### config.mk
export PLATFORM = sky130hd
export DESIGN_NAME = part_select_unpacker
export DESIGN_NICKNAME = d
export VERILOG_FILES = /design/src/rtl/part_select_unpacker.sv
export SDC_FILE = /design/constraint.sdc
export NUM_CORES = 1
export LEC_CHECK = 0
export BUFFER_PORTS_ARGS = -buffer_cell sky130_fd_sc_hd__buf_4
export CORE_ASPECT_RATIO = 0.5
export CORE_MARGIN = 1.5
export CORE_UTILIZATION = 35
export DETAILED_ROUTE_END_ITERATION = 10
export GPL_ROUTABILITY_DRIVEN = 0
export HOLD_SLACK_MARGIN = 0.08
export SETUP_SLACK_MARGIN = 0.15
export SKIP_LAST_GASP = 1
export SLEW_MARGIN = 10
export SYNTH_ARGS = -nofsm -noshare
export SYNTH_HDL_FRONTEND = slang
export SYNTH_SLANG_ARGS = --single-unit
### constraint.sdc
create_clock -name clk -period 3.36 [get_ports clk]
set_input_delay 0.168 -clock clk [delete_from_list [all_inputs] [get_ports clk]]
set_output_delay 0.168 -clock clk [all_outputs]
set_load 0.02 [all_outputs]
### src/rtl/part_select_unpacker.sv
// Streams a captured word out as FIELD_W-bit fields, walking downward from a
// starting MSB index as word[idx -: FIELD_W], over a valid/ready handshake.
module part_select_unpacker #(
    parameter int DATA_W  = 32,
    parameter int FIELD_W = 2
) (
    input  logic                               clk,
    input  logic                               rst,
    input  logic                               in_valid,
    output logic                               in_ready,
    input  logic [DATA_W-1:0]                  in_data,
    input  logic [$clog2(DATA_W)-1:0]          in_base,
    input  logic [$clog2(DATA_W/FIELD_W):0]    in_count,
    output logic                               out_valid,
    input  logic                               out_ready,
    output logic [FIELD_W-1:0]                 out_field,
    output logic signed [$clog2(DATA_W):0]     out_index,
    output logic                               out_last,
    output logic                               busy
);

    localparam int MAX_F  = DATA_W / FIELD_W;
    localparam int BASE_W = $clog2(DATA_W);
    localparam int CNT_W  = $clog2(MAX_F) + 1;
    localparam int IDX_W  = BASE_W + 1;

    typedef enum logic [0:0] {
        IDLE = 1'b0,
        EMIT = 1'b1
    } stateT;

    // Bits below position 0 read as zero: a negative index yields an all-zero field,
    // otherwise the zero padding under the word supplies the missing low bits.
    function automatic logic [FIELD_W-1:0] extractField(
        input logic [DATA_W-1:0]       word,
        input logic signed [IDX_W-1:0] idx
    );
        logic [DATA_W+FIELD_W-1:0] padded;
        logic [IDX_W-1:0]          shamt;
        logic [FIELD_W-1:0]        field;
        padded = {word, {FIELD_W{1'b0}}};
        shamt  = {1'b0, idx[BASE_W-1:0]} + IDX_W'(1);
        field  = FIELD_W'(padded >> shamt);
        if (idx[IDX_W-1]) begin
            field = '0;
        end
        return field;
    endfunction

    stateT                    r_state;
    stateT                    w_nextState;
    logic [DATA_W-1:0]        r_word;
    logic [DATA_W-1:0]        w_nextWord;
    logic signed [IDX_W-1:0]  r_idx;
    logic signed [IDX_W-1:0]  w_nextIdx;
    logic [CNT_W-1:0]         r_rem;
    logic [CNT_W-1:0]         w_nextRem;
    logic                     r_valid;
    logic                     w_nextValid;
    logic [FIELD_W-1:0]       r_field;
    logic [FIELD_W-1:0]       w_nextField;
    logic signed [IDX_W-1:0]  r_index;
    logic signed [IDX_W-1:0]  w_nextIndex;
    logic                     r_last;
    logic                     w_nextLast;

    logic [CNT_W-1:0]         w_effCount;
    logic signed [IDX_W-1:0]  w_baseIdx;
    logic signed [IDX_W-1:0]  w_stepIdx;
    logic [CNT_W-1:0]         w_stepRem;

    assign w_effCount = (in_count > CNT_W'(MAX_F)) ? CNT_W'(MAX_F) : in_count;
    assign w_baseIdx  = $signed({1'b0, in_base});
    assign w_stepIdx  = r_idx - $signed(IDX_W'(FIELD_W));
    assign w_stepRem  = r_rem - CNT_W'(1);

    always_ff @(posedge clk) begin
        if (rst) begin
            r_state <= IDLE;
            r_word  <= '0;
            r_idx   <= '0;
            r_rem   <= '0;
            r_valid <= 1'b0;
            r_field <= '0;
            r_index <= '0;
            r_last  <= 1'b0;
        end else begin
            r_state <= w_nextState;
            r_word  <= w_nextWord;
            r_idx   <= w_nextIdx;
            r_rem   <= w_nextRem;
            r_valid <= w_nextValid;
            r_field <= w_nextField;
            r_index <= w_nextIndex;
            r_last  <= w_nextLast;
        end
    end

    // Outputs are computed one cycle ahead so every out_* comes straight from a flop.
    always_comb begin
        w_nextState = r_state;
        w_nextWord  = r_word;
        w_nextIdx   = r_idx;
        w_nextRem   = r_rem;
        w_nextValid = r_valid;
        w_nextField = r_field;
        w_nextIndex = r_index;
        w_nextLast  = r_last;
        case (r_state)
            IDLE: begin
                if (in_valid && (w_effCount != '0)) begin
                    w_nextState = EMIT;
                    w_nextWord  = in_data;
                    w_nextIdx   = w_baseIdx;
                    w_nextRem   = w_effCount;
                    w_nextValid = 1'b1;
                    w_nextField = extractField(in_data, w_baseIdx);
                    w_nextIndex = w_baseIdx;
                    w_nextLast  = (w_effCount == CNT_W'(1));
                end
            end
            EMIT: begin
                if (out_ready) begin
                    w_nextIdx = w_stepIdx;
                    w_nextRem = w_stepRem;
                    if (r_last) begin
                        w_nextState = IDLE;
                        w_nextValid = 1'b0;
                        w_nextField = '0;
                        w_nextIndex = '0;
                        w_nextLast  = 1'b0;
                    end else begin
                        w_nextField = extractField(r_word, w_stepIdx);
                        w_nextIndex = w_stepIdx;
                        w_nextLast  = (w_stepRem == CNT_W'(1));
                    end
                end
            end
            default: begin
                w_nextState = IDLE;
                w_nextValid = 1'b0;
            end
        endcase
    end

    assign in_ready  = (r_state == IDLE) && !rst;
    assign busy      = (r_state == EMIT);
    assign out_valid = r_valid;
    assign out_field = r_field;
    assign out_index = r_index;
    assign out_last  = r_last;

endmodule

=== Word level (Yosys, flattened, before mapping) ===
Index checks and enable logic that the tools add are counted.

* Bits of input ports: 46
* Output and inout port bits: 12
* Flip-flop bits (word level): 54

* Shift operators: 2
* Equal/unequal tests: 5
* Muxes and demuxes: 27
* Add/sub/neg operators: 4
* Magnitude comparators: 1
* Reductions and logical operators: 7
* Bitwise gates (word level): 1

{| class="wikitable"
|+ Operators with widths
! cell !! count
|-
| $shr 34x6->2 || 2
|-
| $mux 6 || 4
|-
| $pmux 6 s2 || 2
|-
| $mux 5 || 3
|-
| $add 5x1->6 const B || 2
|-
| $eq 5x1->1 const B || 2
|-
| $pmux 5 s2 || 1
|-
| $mux 1 || 9
|-
| $mux 2 || 4
|-
| $pmux 1 s2 || 3
|-
| $sub 6x3->6 const B || 1
|-
| $gt 5x5->1 const B || 1
|-
| $reduce_bool 5->1 || 1
|-
| $sub 5x1->5 const B || 1
|-
| $ne 2x2->1 const B || 2
|-
| $pmux 2 s2 || 1
|-
| $reduce_and 2->1 || 2
|-
| $reduce_and 3->1 || 1
|-
| $logic_and 1x1->1 || 2
|-
| $ne 2x1->1 const B || 1
|-
| $logic_not 1->1 || 1
|-
| $not 1->1 || 1
|}

=== Longest topological paths before layout ===
Gate-level depths: netlist (run 1).

* Depth after elaboration: 7
* Mapped depth: 10
* Gate-level depth less buffers: 7

=== Least setup slack after synthesis (run 1) ===
Ideal clock, no wire load.

* Path kind: flip-flop to flip-flop
* From: reg r_idx[1]
* To: reg r_field[1] (netlist: out_field[1])
* Library setup time: 0.091 ns
* Period minus slack after synthesis: 2.329 ns
* Path buffers: 1
* Data arrival time: 2.238 ns
* Cell stages (with the launch flop): 9
* Slack: 1.031 ns
* Data required time: 3.269 ns
* Path through: dfxtp_1 -> buf_2 -> inv_1 -> ha_1 -> xnor2_1 -> mux4_1 -> o22ai_1 -> nor2_1 -> a311oi_1

* Word-level cells in the longest chain between the ends: 7

{| class="wikitable"
|+ Ends and longest elaborated chain
! what !! line !! RTL
|-
| from (decl) || 54 || <nowiki>logic signed [IDX_W-1:0] r_idx;</nowiki>
|-
| from (signal assigned) || 90 || <nowiki>r_idx <= w_nextIdx;</nowiki>
|-
| $sub 6x3->6 (*) || 74 || <nowiki>assign w_stepIdx = r_idx - $signed(IDX_W'(FIELD_W));</nowiki>
|-
| $add 5x1->6 || 42 || <nowiki>shamt = {1'b0, idx[BASE_W-1:0]} + IDX_W'(1);</nowiki>
|-
| $shr 34x6->2 || 43 || <nowiki>field = FIELD_W'(padded >> shamt);</nowiki>
|-
| $mux 2 (*) || 44 || <nowiki>if (idx[IDX_W-1]) begin</nowiki>
|-
| $mux 2 (*) || 126 || <nowiki>if (r_last) begin</nowiki>
|-
| $mux 2 (*) || 123 || <nowiki>if (out_ready) begin</nowiki>
|-
| $pmux 2 s2 (*) || 109 || <nowiki>case (r_state)</nowiki>
|-
| to (signal assigned) || 93 || <nowiki>r_field <= w_nextField;</nowiki>
|-
| to (decl) || 60 || <nowiki>logic [FIELD_W-1:0] r_field;</nowiki>
|}

Every way passes the cells marked *; elsewhere a longest branch is shown, timed or not. The select of a mux whose other input is x is not followed.
A chain may end at the register's enable or synchronous reset.

=== Final worst setup path (run 1) ===
* From: reg r_idx[1]
* To: reg r_field[0] (netlist: out_field[0])

Same word-level chain as after synthesis.

==> impl_metrics.py, run 1 <==
metrics = {
    "global_route": {
        "grt_pass1_vias": 2861,
        "grt_pass1_wl_mm": 15.77,
        "grt_usage": 0.1975,
        "antenna_found_initial": 0,
        "overflow": 0,
        "grt_start_max_net_pins": 56,
    },
    "critical_path": {
        "path_cells": "buf_4, inv_1, ha_1, xnor2_1, mux4_1, nor4_1, nor3_1, a31oi_1",
        "crit_path_top_delay_cell": "xnor2_1",
        "critical_path_class": "flip-flop to flip-flop",
        "r2r_cells": 8,
        "cp_top_family": "XOR/XNOR gates",
        "r2r_start": "r_idx[1]$_SDFFE_PP0P_",
        "crit_path_start_kind": "flip-flop",
        "path_buf_inv": 2,
        "crit_arrival_ns": 3.01,
        "r2r_slack_ns": 0.57,
        "timing.rr.end": "out_field[0]$_SDFFE_PP0P_",
        "critPathRequiredTime_ns": 3.57,
        "cp_slowest_stage_delay_ns": 0.67,
        "path_max_fanout": 15,
        "crit_path_end_kind": "flip-flop",
    },
    "clock_tree": {
        "cts_root_buf": "clkbuf_16",
        "clk_pin_slew_ns": 0.07,
        "cts_buffer_depth": 2,
        "htree_levels": 2,
        "clock_latency_ns": 0.29,
        "cts_tree": "built",
        "numCtsBuffers": 5,
        "cts_resized": 0,
        "cts.sinks": 54,
        "cts.hold.buffers_added": 0,
        "cts_setup_buffers": 0,
    },
    "logic_synthesis": {
        "yosysUniqueCellTypes": 53,
        "synth_mux_area_frac": 0.2189,
        "syn_nets": 449,
        "syn_area_sq_um": 3361,
        "synth_area_leaders": "dfxtp_1, nand2_1, mux2i_1",
        "avgSynthCellArea_sq_um": 8.402,
        "synth_top_family_by_area": "multiplexers",
        "synth_most_common_cell": "nand2_1",
        "syn-instance-count": 400,
        "yosys_warnings": 0,
        "ys_async_sr_fraction": 0,
        "netlist.area_leader.share": 0.3217,
        "synth_seq_cells": 54,
        "synth_edf_count": 0,
        "synth-xor-area-share": 0.01824,
        "yosysTopAreaCell": "dfxtp_1",
        "synth.top_cells.by_count": "nand2_1, dfxtp_1, a21oi_1, mux2i_1, nor2_1",
        "yosys.area_share.simple": 0.2089,
        "synth_compound_area_frac": 0.1687,
        "synth-adder-area-share": 0.01117,
        "ys_seq_area_frac": 0.3217,
        "synth-main-ff-cell": "dfxtp_1",
    },
    "sta": {
        "whs_ns": 0.1298,
        "setup_viol": 0,
        "slew_headroom": 0.4156,
        "period_needed_ns": 2.793,
        "fin_crit_sh": 0.8312,
        "finalHoldViolCount": 0,
        "skew_ns": 0.008109,
        "rsz0062_at_grt": "false",
        "drv_slew": 0,
        "fmax_mhz": 358.1,
        "tightest_slew_ns": 0.8746,
        "setup_tns_ns": 0,
    },
    "min_path": {
        "hp-class": "primary input to flip-flop",
        "whs_path_depth": 3,
        "hp-start": "in_data[14]",
        "holdPathEnd": "r_word[14]$_SDFFE_PP0P_",
    },
    "place": {
        "dpl.hpwl_mm": 6.950,
        "placedCellCount": 554,
        "numPortBuffers": 57,
        "post_dp_cell_area_sq_um": 3852,
    },
    "detailed_routing": {
        "drt-pass1-iter-count": 6,
        "vias": 3116,
        "remaining_drc_errors": 0,
        "drt_iter0_drc": 380,
        "ant_nets": 0,
        "viasPerCell": 5.544,
        "wirelength_mm": 9.717,
        "wl_per_cell_um": 17.29,
    },
    "finish": {
        "n_antenna_cell": 0,
        "nFillCells": 977,
        "drive_gt1_frac": 0.2041,
        "fin_area_sq_um": 4000,
        "final_cells": 562,
        "nNetsFinal": 489,
        "area_growth_pct": 19.02,
    },
    "power_and_ir_drop": {
        "powerDensity_nw_per_um2": 449.8,
        "leakagePower_nw": 1.567,
        "vdd_ir_drop_max_mv": 0.2147,
        "power_mw": 1.799,
    },
    "floorplan": {
        "die_h_um": 72.29,
        "die_area_sq_um": 10230,
        "core-area_sq_um": 9384,
        "num_rows": 25,
        "start_util": 0.3581,
        "top_level_ports": 58,
        "die_w_um": 141.6,
    },
    "run": {
        "maxCapViolCount": 0,
    },
    "status": {
        "outcome": "completed",
    },
}
## how the worst max path moves through the flow
stage                                from                        end  slack, ns  cells after the start
floorplan           r_idx[1]$_SDFFE_PP0P_  out_field[1]$_SDFFE_PP0P_       1.03                      8
detailed placement  r_idx[1]$_SDFFE_PP0P_  out_field[0]$_SDFFE_PP0P_       0.63                      8
CTS                 r_idx[1]$_SDFFE_PP0P_  out_field[0]$_SDFFE_PP0P_       0.59                      8
finish              r_idx[1]$_SDFFE_PP0P_  out_field[0]$_SDFFE_PP0P_       0.57                      8
global placement    r_idx[1]$_SDFFE_PP0P_  out_field[1]$_SDFFE_PP0P_       0.71                      8
global route        r_idx[1]$_SDFFE_PP0P_  out_field[0]$_SDFFE_PP0P_       0.36                      8
## registers in the layout (all words and copies together) (netlist names)
| register | flops |
|---|---|
| r_word | 32 |
| out_index | 6 |
| r_rem | 5 |
| r_idx | 6 |
| out_valid | 1 |
| out_field | 2 |
| out_last | 1 |
| busy | 1 |
## cell families after synthesis
logic type | Yosys count
xor gates and xnor gates | 7
buffers and inverters | 39
and+or+nand+nor | 159
DFF | 54
muxes | 49
adders and majority gates | 3
AOI/OAI and AO/OA | 89
## stage by stage
step | utilization | setup slack (ns)
floorplan | - | 1.031
global placement | 0.4105 | 0.7144
global route | 0.4263 | 0.3631
CTS | 0.4263 | 0.5948
detailed placement | 0.4105 | 0.6316
finish | 0.4263 | 0.5673
## report_power, final
part / switching, mW / internal (mW) / leakage, nW / total [mW]
logic: 0.294 / 0.241 / 1.05 / 0.535
registers: 0.0473 / 0.692 / 0.445 / 0.739
clock network: 0.228 / 0.296 / 0.0739 / 0.525
total: 0.570 / 1.23 / 1.57 / 1.80
## tightest hold or removal path: cells and delay by family
kind            cells  cell delay (ns)
simple gates        1             0.05
buf+inv             1             0.12
compound gates      1             0.05
## cell type report
class                           instances  area (sq um)  share of cell area
Clock buffer                            7         142.6             0.03566
Tap cell                              121         151.4             0.03785
Inverter                                9         33.78            0.008445
Timing Repair Buffer                   63         473.0              0.1182
Multi-Input combinational cell        307          2113              0.5283
Sequential cell                        54          1081              0.2703
Clock inverter                          1         5.005            0.001251
## cells in the final DEF (no fill, tap or decap), drive strengths merged, types with 3 or more instances in the layout
cell    Yosys  layout
xor2        4       4
ha          3       3
a211oi      4       4
or2         3       3
mux4       18      18
inv         8       8
nor2       25      25
nand2      92      92
o21ai       7       7
nand4       4       4
a311oi      6       6
nor3        8       8
nor2b       4       4
dfxtp      54      54
clkbuf     18       7
buf        12      63
a22oi       3       3
nor3b       3       3
nand3       7       7
mux2i      30      30
a21oi      47      47
xnor2       3       3
## metal layers
metal	part of all wire	global-route usage	vias up	routed length, um
met4	0.0032	0.02405	0	31
met5	0	0	-	0
met1	0.54	0.3154	1478	5207
met2	0.41	0.2780	94	3952
met3	0.054	0.03762	5	525
li1	-	-	1539	-
No activity file was read; power rests on OpenSTA's default activity.
==> inputs of run 2 (changes only) <==
ABC_AREA = 1   (was unset)
clock period = 2.76 ns   (was 3.36 ns; I/O delays follow)
==> run 2 against run 1 <==
- sequential share of layout area fell by 1.5 points
- worst setup slack improved by 0.23 ns
- via count rose by 26%
- clock power rose by 24%
- non-clock buffer count rose by 4
- first-iteration DRC count fell by 3.9%
- combinational power rose by 40%
==> impl_metrics.py, run 2 <==
metrics = {
    "clock_tree": {
        "htree_levels": 2,
        "cts_tree": "built",
        "cts.sinks": 54,
        "cts.hold.buffers_added": 1,
        "clk_pin_slew_ns": 0.08,
        "numCtsBuffers": 5,
        "cts_setup_buffers": 0,
        "cts_resized": 0,
        "clock_latency_ns": 0.30,
        "cts_root_buf": "clkbuf_16",
        "cts_buffer_depth": 2,
    },
    "sta": {
        "whs_ns": 0.1081,
        "setup_tns_ns": 0,
        "rsz0062_at_grt": "false",
        "slew_headroom": 0.4904,
        "skew_ns": 0.008980,
        "drv_slew": 0,
        "setup_viol": 0,
        "period_needed_ns": 1.963,
        "fmax_mhz": 509.5,
        "fin_crit_sh": 0.7111,
        "finalHoldViolCount": 0,
        "tightest_slew_ns": 0.7636,
    },
    "logic_synthesis": {
        "avgSynthCellArea_sq_um": 6.135,
        "synth.top_cells.by_count": "nand2_1, nand3_1, inv_1, o21ai_0, dfxtp_1",
        "synth_seq_cells": 54,
        "ys_seq_area_frac": 0.2942,
        "synth-main-ff-cell": "dfxtp_1",
        "syn_nets": 648,
        "ys_async_sr_fraction": 0,
        "synth_most_common_cell": "nand2_1",
        "syn_area_sq_um": 3675,
        "synth_edf_count": 0,
        "synth_area_leaders": "dfxtp_1, nand3_1, nand2_1",
        "syn-instance-count": 599,
        "netlist.area_leader.share": 0.2942,
        "yosys_warnings": 0,
        "yosysUniqueCellTypes": 26,
        "yosysTopAreaCell": "dfxtp_1",
    },
    "critical_path": {
        "cp_slowest_stage_delay_ns": 0.50,
        "crit_path_end_kind": "flip-flop",
        "crit_arrival_ns": 2.20,
        "critical_path_class": "flip-flop to flip-flop",
        "path_cells": "inv_1, ha_1, clkinv_1, nand3_1, nand3_1, nand2_1, nor2_1, nor2_1, nor2_1, nor2_1",
        "crit_path_top_delay_cell": "ha_1",
        "critPathRequiredTime_ns": 2.99,
        "critPathMostFrequentCell": "nor2_1",
        "path_max_fanout": 10,
        "crit_path_start_kind": "flip-flop",
    },
    "floorplan": {
        "die_w_um": 147.9,
        "die_area_sq_um": 11160,
        "core-area_sq_um": 10210,
        "top_level_ports": 58,
        "start_util": 0.3598,
        "die_h_um": 75.46,
        "num_rows": 26,
    },
    "detailed_routing": {
        "viasPerCell": 5.052,
        "vias": 3920,
        "remaining_drc_errors": 0,
        "wirelength_mm": 10.50,
        "ant_nets": 0,
        "drt-pass1-iter-count": 6,
        "drt_iter0_drc": 365,
        "wl_per_cell_um": 13.53,
    },
    "place": {
        "post_dp_cell_area_sq_um": 4069,
        "numPortBuffers": 57,
        "placedCellCount": 767,
        "dpl.hpwl_mm": 7.753,
    },
    "global_route": {
        "antenna_found_initial": 0,
        "grt_pass1_vias": 3503,
        "grt_usage": 0.1941,
        "overflow": 0,
        "grt_start_max_net_pins": 39,
        "grt_pass1_wl_mm": 17.28,
    },
    "power_and_ir_drop": {
        "powerDensity_nw_per_um2": 541.3,
        "power_frac_seq": 0.390,
        "leakagePower_nw": 2.033,
        "switching_share": 0.3576,
        "pwr-share-clk": 0.284,
        "p_comb_frac": 0.326,
        "p_int_mw": 1.470,
        "p_switching_mw": 0.8184,
        "vdd_ir_drop_max_mv": 0.2957,
    },
    "finish": {
        "fin_area_sq_um": 4228,
        "nFillCells": 1150,
        "largest_register": "r_word",
        "layout_common_cells": "nand2_1, nand3_1, inv_1, buf_4, o21ai_0",
        "largest_reg_flops": 32,
        "final_cells": 776,
        "n_antenna_cell": 0,
        "final_common_cell": "nand2_1",
        "area_growth_pct": 15.05,
        "drive_gt1_frac": 0.1305,
        "nNetsFinal": 684,
    },
    "run": {
        "maxCapViolCount": 0,
    },
    "status": {
        "outcome": "completed",
    },
    "min_path": {
        "hp-class": "primary input to flip-flop",
    },
}
-- run 2: cell types whose count changed in the layout (fill, tap and decap cells not counted), sizes merged, moves of 18 or more --
cell,previous run,this run
inv,8,88
mux4,18,0
nand3,7,115
o21ai,7,58
mux2i,30,0
nand2,92,151
-- run 2: power by group through the flow --
stage               Combinational [mW]  Sequential [mW]  Clock, mW
CTS                              0.745            0.891      0.661
floorplan                        0.535            0.919          0
global placement                 0.733            0.909          0
global route                     0.841            0.901      0.695
finish                           0.747            0.892      0.650
detailed placement               0.739            0.909          0
-- run 2: critical path, delay by kind of cell (launching register included) --
kind,cells,cell delay (ns)
flops,1,0.31
fa+ha+maj,1,0.50
simple gates,7,0.63
buf+inv,2,0.45
-- run 2: metal layers --
metal / share of wire / up-vias / track usage
met5: 0 / - / 0
met4: 0.012 / 0 / 0.03850
met3: 0.050 / 14 / 0.03832
met2: 0.43 / 99 / 0.3229
met1: 0.50 / 1800 / 0.2667
li1: - / 2007 / -
-- run 2: kinds of logic (layout without fill, tap and decap cells) --
logic type,count (synthesis),count (layout),synth area share
fa+ha+maj,3,3,0.01022
buf+inv,126,163,0.1658
compound gates,118,118,0.1692
flops,54,54,0.2942
xor+xnor,5,5,0.01703
simple gates,293,293,0.3436
-- run 2: area by class of cell --
type / instances / area (sq um) / area share
Multi-Input combinational cell: 419 / 1987 / 0.4700
Clock inverter: 3 / 23.77 / 0.005623
Clock buffer: 5 / 125.1 / 0.02959
Tap cell: 140 / 175.2 / 0.04143
Timing Repair Buffer: 67 / 505.5 / 0.1196
Sequential cell: 54 / 1081 / 0.2557
Inverter: 88 / 330.3 / 0.07813
-- run 2: final timing paths --
path / cells past startpoint / slack, ns / from / end
worst max-delay path: 10 / 0.80 / r_idx[2]$_SDFFE_PP0P_ / out_field[0]$_SDFFE_PP0P_
worst min-delay path: 4 / 0.11 / out_ready / busy$_SDFF_PP0_
worst max register to register: 10 / 0.80 / r_idx[2]$_SDFFE_PP0P_ / out_field[0]$_SDFFE_PP0P_
worst min register to register: 2 / 0.46 / r_word[31]$_SDFFE_PP0P_ / r_word[31]$_SDFFE_PP0P_
-- run 2: per-stage QoR --
stage | utilization | worst slack (ns) | power, mW
floorplan | - | 1.006 | 1.454
global placement | 0.3983 | 1.000 | 1.642
detailed placement | 0.3983 | 0.8704 | 1.649
CTS | 0.4139 | 0.8220 | 2.297
global route | 0.4139 | 0.6259 | 2.437
finish | 0.4139 | 0.7973 | 2.288
